$ cat src/rtl/alu_mc_if.sv
// Request/result bundle for the multi-cycle ALU.
// The CPU side (master) drives the request; the ALU (slave) returns the result.
interface alu_mc_if #(
    parameter int N = 32
);
    logic         in_valid;
    logic         in_ready;
    logic [N-1:0] x;
    logic [N-1:0] y;
    logic [3:0]   mode;
    logic [N-1:0] z;
    logic [N-1:0] hi;
    logic         out_valid;
    logic         busy;

    modport master (
        output in_valid, x, y, mode,
        input  in_ready, z, hi, out_valid, busy
    );

    modport slave (
        input  in_valid, x, y, mode,
        output in_ready, z, hi, out_valid, busy
    );
endinterface

$ cat src/rtl/alu_mc.sv
// Multi-cycle ALU.
// Single-cycle ops complete at the accept edge.
// MUL uses shift-add and DIV uses restoring division. Both retire one bit per
// clock and write z and hi together after N iterations.
module alu_mc #(
    parameter int N = 32
) (
    input  logic      clk,
    input  logic      rst,
    alu_mc_if.slave   bus
);
    localparam int SW = $clog2(N);
    localparam int CW = $clog2(N) + 1;
    localparam logic [CW-1:0] CNT_INIT = CW'(N);
    localparam logic [CW-1:0] CNT_LAST = CW'(1);

    localparam logic [3:0] OP_NOP  = 4'h0;
    localparam logic [3:0] OP_ADD  = 4'h1;
    localparam logic [3:0] OP_SUB  = 4'h2;
    localparam logic [3:0] OP_MUL  = 4'h3;
    localparam logic [3:0] OP_DIV  = 4'h4;
    localparam logic [3:0] OP_AND  = 4'h5;
    localparam logic [3:0] OP_OR   = 4'h6;
    localparam logic [3:0] OP_XOR  = 4'h7;
    localparam logic [3:0] OP_NOR  = 4'h8;
    localparam logic [3:0] OP_SLL  = 4'h9;
    localparam logic [3:0] OP_SRL  = 4'hA;
    localparam logic [3:0] OP_SLT  = 4'hB;
    localparam logic [3:0] OP_SRA  = 4'hC;
    localparam logic [3:0] OP_MFHI = 4'hD;
    localparam logic [3:0] OP_EQ   = 4'hE;
    localparam logic [3:0] OP_NEQ  = 4'hF;

    typedef enum logic [1:0] {
        S_IDLE = 2'd0,
        S_MUL  = 2'd1,
        S_DIV  = 2'd2
    } state_t;

    state_t state_reg, state_next;

    logic [N-1:0]   z_reg, z_next;
    logic [N-1:0]   hi_reg, hi_next;
    logic           out_valid_reg, out_valid_next;
    logic [CW-1:0]  cnt_reg, cnt_next;

    // Multiplier state.
    // Full-width product accumulator, left-shifting multiplicand, and
    // right-shifting multiplier.
    logic [2*N-1:0] prod_reg, prod_next;
    logic [2*N-1:0] mcand_reg, mcand_next;
    logic [N-1:0]   mplier_reg, mplier_next;

    // Divider state.
    // quot_reg starts as the dividend. Each cycle its top bit moves into the
    // remainder and the new quotient bit enters at the bottom.
    logic [N-1:0]   rem_reg, rem_next;
    logic [N-1:0]   quot_reg, quot_next;
    logic [N-1:0]   divisor_reg, divisor_next;

    // Per-iteration datapath values.
    logic [2*N-1:0] mul_acc;
    logic [N:0]     div_trial;
    logic           div_ge;
    logic [N-1:0]   div_rem;
    logic [N-1:0]   div_quot;

    // Single-cycle result path.
    logic [SW-1:0]  sh_amt;
    logic [N-1:0]   and_v, or_v, xor_v, nor_v;
    logic [N-1:0]   alu_result;
    logic           is_last;

    assign sh_amt  = bus.y[SW-1:0];
    assign is_last = (cnt_reg == CNT_LAST);

    // Bitwise logic unit, one slice per bit.
    genvar gi;
    generate
        for (gi = 0; gi < N; gi++) begin : g_logic
            assign and_v[gi] = bus.x[gi] & bus.y[gi];
            assign or_v[gi]  = bus.x[gi] | bus.y[gi];
            assign xor_v[gi] = bus.x[gi] ^ bus.y[gi];
            assign nor_v[gi] = ~(bus.x[gi] | bus.y[gi]);
        end
    endgenerate

    // One shift-add step: add the shifted multiplicand when the multiplier LSB is set.
    assign mul_acc = mplier_reg[0] ? (prod_reg + mcand_reg) : prod_reg;

    // One restoring-division step.
    // With a zero divisor the compare always succeeds, which gives an all-ones
    // quotient and leaves the dividend in the remainder.
    assign div_trial = {rem_reg, quot_reg[N-1]};
    assign div_ge    = (div_trial >= {1'b0, divisor_reg});
    assign div_rem   = div_ge ? (div_trial[N-1:0] - divisor_reg) : div_trial[N-1:0];
    assign div_quot  = {quot_reg[N-2:0], div_ge};

    // Combinational result for every single-cycle opcode.
    always_comb begin
        alu_result = '0;
        case (bus.mode)
            OP_NOP:  alu_result = '0;
            OP_ADD:  alu_result = bus.x + bus.y;
            OP_SUB:  alu_result = bus.x - bus.y;
            OP_AND:  alu_result = and_v;
            OP_OR:   alu_result = or_v;
            OP_XOR:  alu_result = xor_v;
            OP_NOR:  alu_result = nor_v;
            OP_SLL:  alu_result = bus.x << sh_amt;
            OP_SRL:  alu_result = bus.x >> sh_amt;
            OP_SLT:  alu_result = {{(N-1){1'b0}}, (bus.x < bus.y)};
            OP_SRA:  alu_result = $unsigned($signed(bus.x) >>> sh_amt);
            OP_MFHI: alu_result = hi_reg;
            OP_EQ:   alu_result = {{(N-1){1'b0}}, (bus.x == bus.y)};
            OP_NEQ:  alu_result = {{(N-1){1'b0}}, (bus.x != bus.y)};
            default: alu_result = '0;
        endcase
    end

    // Next-state logic and datapath updates for the IDLE/MUL/DIV controller.
    always_comb begin
        state_next     = state_reg;
        z_next         = z_reg;
        hi_next        = hi_reg;
        out_valid_next = 1'b0;
        cnt_next       = cnt_reg;
        prod_next      = prod_reg;
        mcand_next     = mcand_reg;
        mplier_next    = mplier_reg;
        rem_next       = rem_reg;
        quot_next      = quot_reg;
        divisor_next   = divisor_reg;

        case (state_reg)
            S_IDLE: begin
                if (bus.in_valid) begin
                    if (bus.mode == OP_MUL) begin
                        prod_next   = '0;
                        mcand_next  = {{N{1'b0}}, bus.x};
                        mplier_next = bus.y;
                        cnt_next    = CNT_INIT;
                        state_next  = S_MUL;
                    end else if (bus.mode == OP_DIV) begin
                        rem_next     = '0;
                        quot_next    = bus.x;
                        divisor_next = bus.y;
                        cnt_next     = CNT_INIT;
                        state_next   = S_DIV;
                    end else begin
                        z_next         = alu_result;
                        out_valid_next = 1'b1;
                    end
                end
            end

            S_MUL: begin
                prod_next   = mul_acc;
                mcand_next  = mcand_reg << 1;
                mplier_next = mplier_reg >> 1;
                cnt_next    = cnt_reg - CNT_LAST;
                if (is_last) begin
                    z_next         = mul_acc[N-1:0];
                    hi_next        = mul_acc[2*N-1:N];
                    out_valid_next = 1'b1;
                    state_next     = S_IDLE;
                end
            end

            S_DIV: begin
                rem_next  = div_rem;
                quot_next = div_quot;
                cnt_next  = cnt_reg - CNT_LAST;
                if (is_last) begin
                    z_next         = div_quot;
                    hi_next        = div_rem;
                    out_valid_next = 1'b1;
                    state_next     = S_IDLE;
                end
            end

            default: state_next = S_IDLE;
        endcase
    end

    // State and datapath registers. Reset aborts any operation in flight.
    always_ff @(posedge clk) begin
        if (rst) begin
            state_reg     <= S_IDLE;
            z_reg         <= '0;
            hi_reg        <= '0;
            out_valid_reg <= 1'b0;
            cnt_reg       <= '0;
            prod_reg      <= '0;
            mcand_reg     <= '0;
            mplier_reg    <= '0;
            rem_reg       <= '0;
            quot_reg      <= '0;
            divisor_reg   <= '0;
        end else begin
            state_reg     <= state_next;
            z_reg         <= z_next;
            hi_reg        <= hi_next;
            out_valid_reg <= out_valid_next;
            cnt_reg       <= cnt_next;
            prod_reg      <= prod_next;
            mcand_reg     <= mcand_next;
            mplier_reg    <= mplier_next;
            rem_reg       <= rem_next;
            quot_reg      <= quot_next;
            divisor_reg   <= divisor_next;
        end
    end

    assign bus.z         = z_reg;
    assign bus.hi        = hi_reg;
    assign bus.out_valid = out_valid_reg;
    assign bus.in_ready  = (state_reg == S_IDLE);
    assign bus.busy      = (state_reg != S_IDLE);

endmodule
$ cat src/flat_wrapper.sv
// flat-port wrapper written by rule: the top's interface ports become plain ports
module alu_mc_flat 
#(
    parameter int N = 32
)
  (clk, rst, bus_in_valid, bus_x, bus_y, bus_mode, bus_in_ready, bus_z, bus_hi, bus_out_valid, bus_busy);
  alu_mc_if #(.N(N)) bus_i ();
  input  logic clk;
  input  logic rst;
  input wire logic [$bits(bus_i.in_valid)-1:0] bus_in_valid;
  input wire logic [$bits(bus_i.x)-1:0] bus_x;
  input wire logic [$bits(bus_i.y)-1:0] bus_y;
  input wire logic [$bits(bus_i.mode)-1:0] bus_mode;
  output wire logic [$bits(bus_i.in_ready)-1:0] bus_in_ready;
  output wire logic [$bits(bus_i.z)-1:0] bus_z;
  output wire logic [$bits(bus_i.hi)-1:0] bus_hi;
  output wire logic [$bits(bus_i.out_valid)-1:0] bus_out_valid;
  output wire logic [$bits(bus_i.busy)-1:0] bus_busy;
  assign bus_i.in_valid = bus_in_valid;
  assign bus_i.x = bus_x;
  assign bus_i.y = bus_y;
  assign bus_i.mode = bus_mode;
  assign bus_in_ready = bus_i.in_ready;
  assign bus_z = bus_i.z;
  assign bus_hi = bus_i.hi;
  assign bus_out_valid = bus_i.out_valid;
  assign bus_busy = bus_i.busy;
  alu_mc #(.N(N)) u_core (.clk(clk), .rst(rst), .bus(bus_i));
endmodule
$ cat config.mk
export PLATFORM = sky130hd
export DESIGN_NAME = alu_mc_flat
export DESIGN_NICKNAME = d
export VERILOG_FILES = /design/src/rtl/alu_mc_if.sv /design/src/rtl/alu_mc.sv /design/src/flat_wrapper.sv
export SDC_FILE = /design/constraint.sdc
export NUM_CORES = 2
export LEC_CHECK = 0
export ABC_CLOCK_PERIOD_IN_PS = 8300
export CAP_MARGIN = 10
export CORE_MARGIN = 2
export CORE_UTILIZATION = 25
export DETAILED_ROUTE_END_ITERATION = 10
export HOLD_SLACK_MARGIN = 0.05
export PLACE_DENSITY = 0.4
export SYNTH_ARGS = -nofsm -noshare
export SYNTH_HDL_FRONTEND = slang
export SYNTH_SLANG_ARGS = --single-unit
$ cat constraint.sdc
create_clock -name clk -period 8.3 [get_ports clk]
set_input_delay 2.075 -clock clk [delete_from_list [all_inputs] [get_ports clk]]
set_output_delay 2.075 -clock clk [all_outputs]
set_load 0.005 [all_outputs]
# Yosys cells after proc, flatten, opt, wreduce, memory -nomap -nowiden
# Cells that the tools add are included.
# totals
ff_bits,329
input_bits,71
output_inout_bits,67
elab_cells,237
# classes
addsub,5
magnitude_cmp,2
n_eq_ne,29
shifts,3
mux,43
n_bitwise,129
reduce_logical,15
# op_table
cell,count
$mux W32,16
$pmux W32 S13,1
$mux W64,5
$pmux W32 S2,4
$pmux W64 S2,2
$pmux W32 S3,1
$add A64 B64 Y64,1
$sub A32 B32 Y32,2
$ge A33 B32 Y1,1
$not A1 Y1,33
$add A32 B32 Y32,1
$and A1 B1 Y1,32
$eq A32 B32 Y1,1
$eq A4 B4 Y1 const B,8
$lt A32 B32 Y1,1
$ne A32 B32 Y1,1
$or A1 B1 Y1,32
$shl A32 B5 Y32,1
$shr A32 B5 Y32,1
$sshr A32 B5 Y32,1
$xor A1 B1 Y1,32
$mux W6,3
$eq A4 B3 Y1 const B,4
$pmux W6 S2,1
other kinds (20),41

# Depth between registers and ports, before layout
# logic_depth
word_depth,7
ltp_mapped,17
mapped_depth_nobuf,15

# Worst setup path after synthesis
# No wires, ideal clock.
# synth_timing
kind,input to register
from,in bus_y[2]
to,"reg u_core.z_reg[25], in the netlist u_core.bus.z[25]"
setup_ns,0.121
arrival_time_ns,5.604
required_time_ns,8.179
setup_slack_ns,2.575
path_stages,16
path_buffers,3
path_cell_list,inv_1 buf_2 buf_1 buf_1 ha_1 inv_1 a21oi_2 o21ai_0 a2111oi_2 nor4_1 nor3_2 o41ai_2 mux2_2 a2111o_1 a21oi_1 o21ai_1
# synth_via
elab_chain_cells,6
word_cells_on_any_way,10
classes_between,add/sub: 2; shift: 3; mux: 5
# synth_lines
element,line,source
"start, declared",flat_wrapper.sv:12,input wire logic [$bits(bus_i.y)-1:0] bus_y;
"$sub A32 B32 Y32, or another cell as far along",alu_mc.sv:105,OP_SUB: alu_result = bus.x - bus.y;
$pmux W32 S13 *,alu_mc.sv:102,case (bus.mode)
$mux W32 *,alu_mc.sv:144,end else if (bus.mode == OP_DIV) begin
$mux W32 *,alu_mc.sv:138,if (bus.mode == OP_MUL) begin
$mux W32 *,alu_mc.sv:137,if (bus.in_valid) begin
$pmux W32 S3 *,alu_mc.sv:135,case (state_reg)
"end signal, assigned",alu_mc.sv:202,z_reg <= z_next;
"end, declared",alu_mc.sv:42,"logic [N-1:0] z_reg, z_next;"
# Mark *: on every way between the ends. The rest lies on a longest branch, timed or not. The select of a mux whose other input is x is not followed.
# A chain may end at the register's enable or synchronous reset.

# Final worst setup path
# layout_timing
from,in bus_x[5]
to,"reg u_core.z_reg[26], in the netlist u_core.bus.z[26]"
# layout_via
elab_chain_cells,6
word_cells_on_any_way,10
classes_between,add/sub: 2; shift: 3; mux: 5
# layout_lines
element,line,source
"start, declared",flat_wrapper.sv:11,input wire logic [$bits(bus_i.x)-1:0] bus_x;
"$sub A32 B32 Y32, or another cell as far along",alu_mc.sv:105,
$pmux W32 S13 *,alu_mc.sv:102,
$mux W32 *,alu_mc.sv:144,
$mux W32 *,alu_mc.sv:138,
$mux W32 *,alu_mc.sv:137,
$pmux W32 S3 *,alu_mc.sv:135,
# Marks and branches as above.

==> results.cfg <==
[die]
std_cell_rows = 125
die_h_um = 345.1
initial_core_util_pct = 25.13
die-area_um2 = 119100
die-width_um = 345.1
core_region_area_um2 = 115700
io_pins = 138

[sta]
finalCritPeriodShare_pct = 70.19
clock.fmax_mhz = 171.7
final.setup_skew_ns = 0.02505
finalHoldViolCount = 0
hold_slack_ns = 0.4542
worst_pin_slew_ns = 1.176
slew_headroom_pct = 20.78
rsz0062_at_grt = no
fin_tns_setup_ns = 0
finalCriticalPeriod_ns = 5.826
setup_viol = 0
drv_slew = 0

[synthesis]
synth_area_leader_cell = dfxtp_1
synth_most_common_cell = nor2_1
synth_nets = 4159
ys_top_cells_by_area = dfxtp_1, ha_1, a21oi_1
synth_warnings = 0
synth_edf_count = 0
synth_top_area_share_pct = 22.65
synth_area_um2 = 29080
synth-async-reset-ratio_pct = 0
synthCells = 3884
synth_ff_type = dfxtp_1
synth_common_cells = nor2_1, a21oi_1, nand2_1
ys_seq_area_share_pct = 22.65
ys_types = 107
ys_seq_elements = 329
avgSynthCellArea_um2 = 7.488

[detailed_routing]
wire_per_inst_um = 26.95
viasPerCell = 5.612
vias = 30241
detail-route-antenna-nets = 0
drtPass1Iterations = 6
drt_iter0_markers = 3339
drcViolationCount = 0
wl_um = 145200

[global_route]
grt_pass1_vias = 28637
grt_max_degree = 143
grt_pass1_wl_um = 209000
grt_util_all_layers_pct = 23.39
antenna_found_initial = 7
overflow = 0

[worst_setup_path]
r2r_slack_ns = 3.71
crit_path_cell_trace = clkdlybuf4s50_1, inv_1, ha_1, or3_1, o31ai_2, o2111ai_1, and3_1, o41ai_2, o41a_1, a311oi_1, or3_1, a21oi_1, o22ai_1
r2r-start = u_core.mcand_reg[0]
crit_type = in2reg
cp_data_required_time_ns = 8.77
critPathCaptureType = register
cp-start-kind = primary input
r2r-end = u_core.bus.hi[14]
cpMaxStageDelayCell = clkdlybuf4s50_1
r2r_cells = 13
crit_arrival_ns = 6.30
slowest_delay_ns = 0.85
critPathMostFrequentCell = or3_1
crit_path_max_fanout = 12

[layout]
syn2layout_area_growth_pct = 14.65
nNetsFinal = 4099
drive_above_1_share_pct = 8.055
regArea_um2 = 6590
nFillCells = 12579
multiInputGateArea_um2 = 20660

[clock_tree]
path_clk_slew_ns = 0.07
root_buffer = clkbuf_16
clock_path_buffers = 3
clock_latency_ns = 0.63
cts_made_buffers = 46
cts_max_level = 2
cts_setup_buffers = 0
hold_buffers = 0
cts_tree = yes
clock-sinks = 329
cts_resized = 0

[placed_design]
portBuffers = 137
hpwl_um = 109100
gp_congestion = 1.023

[hold_path]
whs_path_depth = 2
hold_path_class = reg2reg
worstHoldStart = u_core.divisor_reg[29]
whs_endpoint = u_core.divisor_reg[29]

[pwr]
peakVddDrop_mv = 0.1613
power.density_nw_per_um2 = 167.2
p_leak_uw = 0.01244

[outcome]
status = finished clean

[job]
max_cap_violations = 0
metrics by stage:
stage	utilization, %	worst slack, ns	power (uW)	instances	cell area, um2
3_5_place_dp	27.40	1.953	3379	5300	31710
6_report	28.81	2.474	5576	5389	33340
5_1_grt	28.80	2.280	5783	5385	33330
3_3_place_gp	27.40	1.996	3394	5300	31710
2_1_floorplan	-	2.575	2647	3884	29080
4_1_cts	28.80	2.615	5600	5385	33330
routing by layer:
layer	up-vias	GRT usage [%]	wire, um
li1	14078	-	-
met1	14839	33.71	67820
met2	1145	35.47	62330
met3	175	3.350	10130
met4	4	7.796	4901
met5	-	0	23
cells in the final DEF, fill, tap and decap left out, types with 17 or more instances in the layout:
master	n
mux2_2	23
clkdlybuf4s50_1	131
o21a_1	21
o21ai_0	240
xnor2_1	65
nor2_1	489
nor3_1	49
a221oi_1	22
nand2b_1	34
nand2_1	378
o211ai_1	25
mux4_2	53
a22oi_1	94
ha_1	198
inv_1	164
a21oi_1	380
dfxtp_1	328
mux2i_1	152
or3_1	23
clkbuf_16	46
nand4_1	43
o21bai_1	38
nand3_1	63
xor2_1	28
a211oi_1	120
buf_4	70
o22ai_1	17
a21o_1	86
and3_1	17
a31oi_1	42
o31ai_1	22
o21ai_1	19
worst max-delay path by stage:
stage / endpoint / startpoint
final: u_core.bus.z[26] / bus_x[5]
after floorplan: u_core.bus.z[25] / bus_y[2]
after global placement: u_core.bus.z[25] / bus_x[1]
after CTS: u_core.bus.z[25] / bus_x[1]
after detailed placement: u_core.bus.z[25] / bus_x[5]
after global routing: u_core.bus.z[29] / bus_x[1]
kinds of logic (layout without fill, tap and decap cells):
logic type	after synthesis	after routing	share of synthesized area, %
buffers and inverters	486	463	6.754
and+or+nand+nor	1195	1195	17.94
adders and majority gates	204	204	8.879
AOI/OAI and AO/OA	1348	1348	30.72
other	0	4	0
DFF	329	329	22.65
xor gates and xnor gates	93	93	2.801
muxes	229	229	10.26
report_power, final:
group          total [uW]  switching, uW  internal (uW)
clock                2200            899           1300
combinational        1600           1050            551
sequential           1770            118           1660
worst max-delay path: cells and delay by family:
kind	cells	cell delay [ns]
compound gates	7	1.68
fa+ha+maj	1	0.43
buf+inv	2	1.03
simple gates	3	1.09
area by class of cell:
cell class	count	area share, %
clock inverters	28	1.122
flip-flops and latches	329	19.76
clock buffers	57	3.756
well taps	1524	5.719
repair buffers	207	5.719
diodes	4	0.03002
inverters	171	1.929
multi-input cells	3069	61.96
No activity file was read; power rests on OpenSTA's default activity.
